`src/rtl/uart_tx_arbiter.sv`:
```
// Round-robin arbiter that shares one UART transmitter between NUM_REQ requesters.
// Drives the UART new_data/din_tx handshake and aborts a phase after TIMEOUT_CYC cycles.
module uart_tx_arbiter #(
  parameter int unsigned NUM_REQ     = 4,
  parameter int unsigned TIMEOUT_CYC = 8192
) (
  input  logic                 clk,
  input  logic                 rst,
  input  logic [NUM_REQ-1:0]   req,
  input  logic [8*NUM_REQ-1:0] req_data,
  output logic [NUM_REQ-1:0]   ack,
  output logic [NUM_REQ-1:0]   err,
  output logic                 busy,
  output logic                 new_data,
  output logic [7:0]           din_tx,
  input  logic                 tx,
  input  logic                 done_tx
);

  localparam int unsigned IW = (NUM_REQ > 1) ? $clog2(NUM_REQ) : 1;
  localparam int unsigned CW = $clog2(TIMEOUT_CYC) + 1;
  localparam logic [CW-1:0]      CNT_MAX = CW'(TIMEOUT_CYC - 1);
  localparam logic [NUM_REQ-1:0] ONE_HOT0 = NUM_REQ'(1);

  typedef enum logic [1:0] {IDLE, LOAD, WAIT_DONE, FINISH} state_t;

  state_t               r_state;
  state_t               w_next;
  logic [IW-1:0]        r_winner;
  logic [IW-1:0]        r_last;
  logic [CW-1:0]        r_cnt;
  logic                 r_done_q;
  logic [NUM_REQ-1:0]   r_ack;
  logic [NUM_REQ-1:0]   r_err;
  logic                 r_busy;
  logic                 r_new_data;
  logic [7:0]           r_din;

  logic [7:0]           w_bytes [NUM_REQ];
  logic [IW-1:0]        w_win;
  logic                 w_found;
  int unsigned          w_pos;
  logic                 w_timeout;
  logic                 w_grant;
  logic                 w_ack_set;
  logic                 w_err_set;

  for (genvar g = 0; g < NUM_REQ; g++) begin : g_bytes
    assign w_bytes[g] = req_data[8*g+7 : 8*g];
  end

  // Round-robin search starting just after the last served requester
  always_comb begin
    w_found = 1'b0;
    w_win   = '0;
    w_pos   = 0;
    for (int unsigned k = 0; k < NUM_REQ; k++) begin
      w_pos = 32'(r_last) + 32'd1 + k;
      if (w_pos >= NUM_REQ) w_pos = w_pos - NUM_REQ;
      if (!w_found && req[IW'(w_pos)]) begin
        w_found = 1'b1;
        w_win   = IW'(w_pos);
      end
    end
  end

  assign w_timeout = (r_cnt == CNT_MAX);

  always_ff @(posedge clk or negedge rst) begin
    if (!rst) r_state <= IDLE;
    else      r_state <= w_next;
  end

  // Qualifying events take priority over a simultaneous timeout
  always_comb begin
    w_next    = r_state;
    w_grant   = 1'b0;
    w_ack_set = 1'b0;
    w_err_set = 1'b0;
    case (r_state)
      IDLE: begin
        if (w_found) begin
          w_next  = LOAD;
          w_grant = 1'b1;
        end
      end
      LOAD: begin
        if (!tx) begin
          w_next = WAIT_DONE;
        end else if (w_timeout) begin
          w_next    = IDLE;
          w_err_set = 1'b1;
        end
      end
      WAIT_DONE: begin
        if (done_tx && !r_done_q) begin
          w_next    = FINISH;
          w_ack_set = 1'b1;
        end else if (w_timeout) begin
          w_next    = IDLE;
          w_err_set = 1'b1;
        end
      end
      FINISH:  w_next = IDLE;
      default: w_next = IDLE;
    endcase
  end

  always_ff @(posedge clk or negedge rst) begin
    if (!rst) begin
      r_winner   <= '0;
      r_last     <= IW'(NUM_REQ - 1);
      r_cnt      <= '0;
      r_done_q   <= 1'b0;
      r_ack      <= '0;
      r_err      <= '0;
      r_busy     <= 1'b0;
      r_new_data <= 1'b0;
      r_din      <= 8'h00;
    end else begin
      r_done_q   <= done_tx;
      r_busy     <= (w_next != IDLE);
      r_new_data <= (w_next == LOAD);
      r_ack      <= w_ack_set ? (ONE_HOT0 << r_winner) : '0;
      r_err      <= w_err_set ? (ONE_HOT0 << r_winner) : '0;
      if (w_grant) begin
        r_winner <= w_win;
        r_din    <= w_bytes[w_win];
      end
      if (w_ack_set || w_err_set) r_last <= r_winner;
      // Phase counter restarts on every state change
      if (w_next != r_state) begin
        r_cnt <= '0;
      end else if (r_state == LOAD || r_state == WAIT_DONE) begin
        r_cnt <= r_cnt + CW'(1);
      end
    end
  end

  assign ack      = r_ack;
  assign err      = r_err;
  assign busy     = r_busy;
  assign new_data = r_new_data;
  assign din_tx   = r_din;

endmodule

```
`config.mk`:
```
export PLATFORM = sky130hd
export DESIGN_NAME = uart_tx_arbiter
export DESIGN_NICKNAME = d
export VERILOG_FILES = /design/src/rtl/uart_tx_arbiter.sv
export SDC_FILE = /design/constraint.sdc
export NUM_CORES = 1
export LEC_CHECK = 0
export BUFFER_PORTS_ARGS = -buffer_cell sky130_fd_sc_hd__buf_2
export CAP_MARGIN = 20
export CORE_ASPECT_RATIO = 0.9
export CORE_MARGIN = 4
export CORE_UTILIZATION = 42
export CTS_BUF_LIST = sky130_fd_sc_hd__clkbuf_2 sky130_fd_sc_hd__clkbuf_4 sky130_fd_sc_hd__clkbuf_8
export CTS_CLUSTER_DIAMETER = 200
export DETAILED_ROUTE_END_ITERATION = 7
export GPL_TIMING_DRIVEN = 0
export PLACE_DENSITY = 0.66
export SYNTH_ARGS = -nofsm -noshare
export SYNTH_HDL_FRONTEND = slang
export SYNTH_SLANG_ARGS = --single-unit
export TNS_END_PERCENT = 100
```
`constraint.sdc`:
```
create_clock -name clk -period 4.62 [get_ports clk]
set_input_delay 0.924 -clock clk [delete_from_list [all_inputs] [get_ports clk]]
set_output_delay 0.924 -clock clk [all_outputs]
set_load 0.1 [all_outputs]
```
**Word-level counts from Yosys, hierarchy flattened**

Cells that the tools add are included.
Widths: inputs -> output; s select.

- Bits in registers: 39
- Bits of input ports: 40
- Output and inout port bits: 18
- Word-level logic and storage cells: 89

- $add $sub $neg: 9
- Order comparisons: 9
- Equal/unequal tests: 6
- Shifts and indexed selects: 1
- Mux-type cells: 40
- Bitwise gates (word level): 1
- Reduce and logical (&&, ||, !) cells: 13

Operators by type and width:

| cell | count |
|---|---|
| $mux 14 | 2 |
| $mux 2 | 12 |
| $bmux 8 s2 | 1 |
| $mux 8 | 2 |
| $mux 1 | 15 |
| $add 14x1->14 const B | 1 |
| $eq 14x13->1 const B | 1 |
| $ge 4x3->1 const B | 3 |
| $lt 2x3->1 const B | 4 |
| $add 3x2->4 const B | 2 |
| $bmux 1 s2 | 4 |
| $mux 4 | 2 |
| $pmux 2 s4 | 1 |
| $sub 2x1->2 const B | 4 |
| $ge 3x3->1 const B | 2 |
| $add 3x1->4 const B | 1 |
| $eq 2x1->1 const B | 2 |
| $eq 2x2->1 const B | 2 |
| $logic_and 1x1->1 | 4 |
| $logic_not 1->1 | 4 |
| $reduce_bool 2->1 | 2 |
| $shl 1x2->4 const A | 1 |
| $add 2x1->3 const B | 1 |
| $not 2->3 | 1 |
| other kinds (4) | 5 |

**Logic depth before layout (Yosys ltp)**

- Depth in word-level cells: 19
- Gate-level depth with buffers: 8

**Worst setup path after synthesis**

OpenSTA, ideal clock, no wires.

- Kind: input to register
- From: in req[3]
- To: reg r_cnt[10]
- Library setup time: 0.086 ns
- Arrival: 2.209 ns
- Data required time: 4.534 ns
- Setup slack: 2.324 ns
- Stages: 6
- Buffers on the path: 1
- Cell sequence: nor4_2 -> nand2_1 -> a31o_2 -> a41o_1 -> buf_2 -> nor3_1

- Word-level cells in the longest chain between the ends: 16
- Elaborated cells between the ends (all ways): 23

Ends and longest elaborated chain:

| element | RTL line | text |
|---|---|---|
| start: declaration | 9 | `input logic [NUM_REQ-1:0] req,` |
| $bmux 1 s2 | 60 | `if (!w_found && req[IW'(w_pos)]) begin` |
| $mux 1 (not written as such) | 60 |  |
| $mux 1 | 60 |  |
| $logic_not 1->1 | 60 |  |
| $logic_and 1x1->1 | 60 |  |
| $mux 1 | 60 |  |
| $logic_not 1->1 | 60 |  |
| $logic_and 1x1->1 | 60 |  |
| $mux 1 | 60 |  |
| $logic_not 1->1 | 60 |  |
| $logic_and 1x1->1 | 60 |  |
| $mux 1 * | 60 |  |
| $mux 2 * | 82 | `if (w_found) begin` |
| $pmux 2 s4 * | 80 | `case (r_state)` |
| $ne 2x2->1 * | 132 | `if (w_next != r_state) begin` |
| $mux 14 / $reduce_bool 2->1 (equally long branches) | - |  |
| end signal: assignment | 135 | `r_cnt <= r_cnt + CW'(1);` |
| end: declaration | 31 | `logic [CW-1:0] r_cnt;` |

Mark *: on every way between the ends. The rest lies on a longest branch, timed or not. The select of a mux whose other input is x is not followed.
A chain may end at the register's enable or synchronous reset.

**Worst setup path after layout**

- From: in req[3]
- To: reg r_cnt[8]

The elaborated chain is that of the path after synthesis.

==> metrics.txt <==
status=complete, no violations; Distinct cells, synth=47; number of I/O port buffers=57; Startpoint Class=input port; Final Setup Violations=0; met3 Use GR=about 4%; RePlAce Congestion=0.816; Tot Pwr=roughly 1.6 mW; fmax=397 MHz; sequential share of the synthesized area=45.5%; Core Region=~5000 sq um; post-route cell area=2600 sq um; Final #Nets=approximately 320; most frequent cell after synthesis=dfrtp_1; Post-synth EDFFs=0; Initial Util=43.9%; worst path cell trace=buf_2 -> nor4_2 -> nand2_1 -> a31o_2 -> a41o_1 -> buf_2 -> nor3_1; drt via density=5.08; Post-CTS Setup Bufs=0; critical path's largest stage delay=0.51 ns; Max clock buf depth=2; placed cell count=332; Placement Setup Slack=1.80 ns; Rows=24; WL final=roughly 4600 um; DRT iter0 DRCs=59; Die Width=83.4 um; initial antenna violation count=0; Wirelength per Cell=13.5 um; Root Driver=clkbuf_8; smallest setup slack after layout=2.10 ns; DP Area=2520 sq um; Tot GR Track Use=roughly 15%; antenna diode instance count=0; crit path buf inv count=2; Crit Path Max Fanout=10; final hold slack=0.483 ns; clock-pin transition on the worst setup and hold timing paths=roughly 0.07 ns; FF+latch count, synth=39; met2 usage=roughly 22%; Worst-Skew Late Latency=0.29 ns; Tightest Pin Transition=slightly above 0.8 ns; Synth top area share=43.1%; RSZ-0062 raised after global routing=false; die area=between 6000 and 7000 sq um; Layout Utilization=53.1%; Antenna Nets Post-Route=0; Setup Skew=0.00557 ns; Fin Setup TNS=0 ns; Worst setup EP type=flop; gr busiest metal=met2; YS warnings=0; Synth Cell Area=2150 sq um; vias in the first global route=~1,600; Die Span Y=approximately 76 um; cts repair resizes=0; Setup CP Type=input port to flop; CP most frequent cell=buf_2; Top Ports=58; pwr/cell area=632 nW/um^2; Hold Vio Cnt, Final=0; Mapped Nets=255; non-filler cells, final=340; met1 Resource Use GR=about a fifth; Slew HR=44.6%; prevailing post-synth register cell=dfrtp_1; first-pass GRT wire length=approximately 7700 um; H-tree Lvls=2; number of remaining DRC errors=0; Mean Syn Cell Area=approximately 10 sq um; biggest area consumer among synthesized cells=dfrtp_1; max-slew violation count=0; vias=between 1,500 and 2,000; ranking of synthesized cells by area=dfrtp_1 43%, mux2i_1 7.9%, nor3_1 4.4%, nand2_1 3.5%, ha_1 2.9%; Leak=about 1.3 nW; Hold Path Class=flop to flop; fin crit period=between 2 and 3 ns; total congestion overflow=0; CTS tree=done; Post-synth top cells=37 x dfrtp_1, 20 x nand2_1, 19 x nor3_1; 1st-pass router iterations=4; Req. time, crit path=4.82 ns; Area Overhead vs Synth=21.0%; Hold-fix buffers, CTS=0; largest net degree at the start of global routing=40; Final Cycle Share=54.5%; Worst path slowest cell=nor4_2; layout cells sized above 1=roughly a third; Arrival @ worst endpoint=2.72 ns; TritonCTS Buffers=5; Max Cap Viol=0; Num Clock Sinks=39; ys async rst share=100%; Worst VDD drop=0.299 mV; Top Family by Delay on Critical Path=simple AND/OR/NAND/NOR gates; HPWL Detailed=3510 um; Syn Inst Count=210
-- flip-flops by register name, summed over array words and instances (netlist names) --
signal / flops
err: 4
busy: 1
din_tx: 8
r_state: 2
r_done_q: 1
r_last: 2
new_data: 1
ack: 4
r_winner: 2
r_cnt: 14
-- worst register-to-register path, stage by stage (launching register included) --
cell and delay (ns):
dfrtp_1 0.48, inv_1 0.12, ha_1 0.39, and3_2 0.25, nand2_1 0.14, or4_4 0.55, and2_4 0.20, mux2_4 0.29
-- final timing paths --
| kind | to | from | slack [ns] | cells past startpoint |
|---|---|---|---|---|
| worst max-delay path | r_cnt[8]$_DFFE_PN0P_ | req[3] | 2.10 | 7 |
| worst min-delay path | din_tx[0]$_DFFE_PN0P_ | din_tx[0]$_DFFE_PN0P_ | 0.48 | 2 |
| worst max register to register | r_last[0]$_DFFE_PN1P_ | r_state[1]$_DFF_PN0_ | 2.13 | 7 |
| worst min register to register | din_tx[0]$_DFFE_PN0P_ | din_tx[0]$_DFFE_PN0P_ | 0.48 | 2 |
| max in group asynchronous | din_tx[2]$_DFFE_PN0P_ | rst | 3.37 | 1 |
| min in group asynchronous | new_data$_DFF_PN0_ | rst | 0.72 | 1 |
-- layout make-up --
cell class	count	area, sq um
Timing Repair Buffer	57	285
Fill cell	470	2290
Inverter	3	11.3
Multi-Input combinational cell	162	1130
Clock buffer	5	68.8
Tap cell	65	81.3
Buffer	6	27.5
Clock inverter	3	15.0
Sequential cell	39	978
-- power by group --
group          total (mW)  internal (mW)  switching [mW]
clock network       0.221          0.103           0.118
registers           0.499          0.429          0.0699
logic               0.922          0.266           0.656
-- metal layers --
layer | vias to the layer above | wire length [um] | share of wire, %
li1 | 892 | - | -
met1 | 796 | 2220 | 48
met2 | 32 | 2080 | 45
met3 | 7 | 227 | 5.0
met4 | 0 | 62 | 1.4
met5 | - | 0 | 0
-- cell families after synthesis --
family,Yosys count,share of synthesized area (%)
simple gates,95,25.0
flops,39,45.5
compound gates,30,10.2
mux,19,9.31
xor+xnor,13,5.30
buf+inv,9,1.80
fa+ha+maj,5,2.91
-- placed cells by master (no fill, tap or decap), drive strengths merged, types with 2 or more instances in the layout --
cell	netlist	final
clkbuf	3	8
nand4	6	6
mux2i	17	17
a21oi	9	9
nor3	20	20
buf	3	60
a21o	2	2
inv	3	3
a22oi	2	2
nand3	4	4
mux2	2	2
a31o	2	2
nor2b	3	3
xor2	6	6
nand2b	9	9
nand2	20	20
clkinv	0	3
ha	5	5
xnor2	7	7
or2	2	2
and2	2	2
o31ai	2	2
dfrtp	37	37
dfstp	2	2
nor2	16	16
and3	4	4
o221ai	7	7
nor4	2	2
No activity file was read; power rests on OpenSTA's default activity.
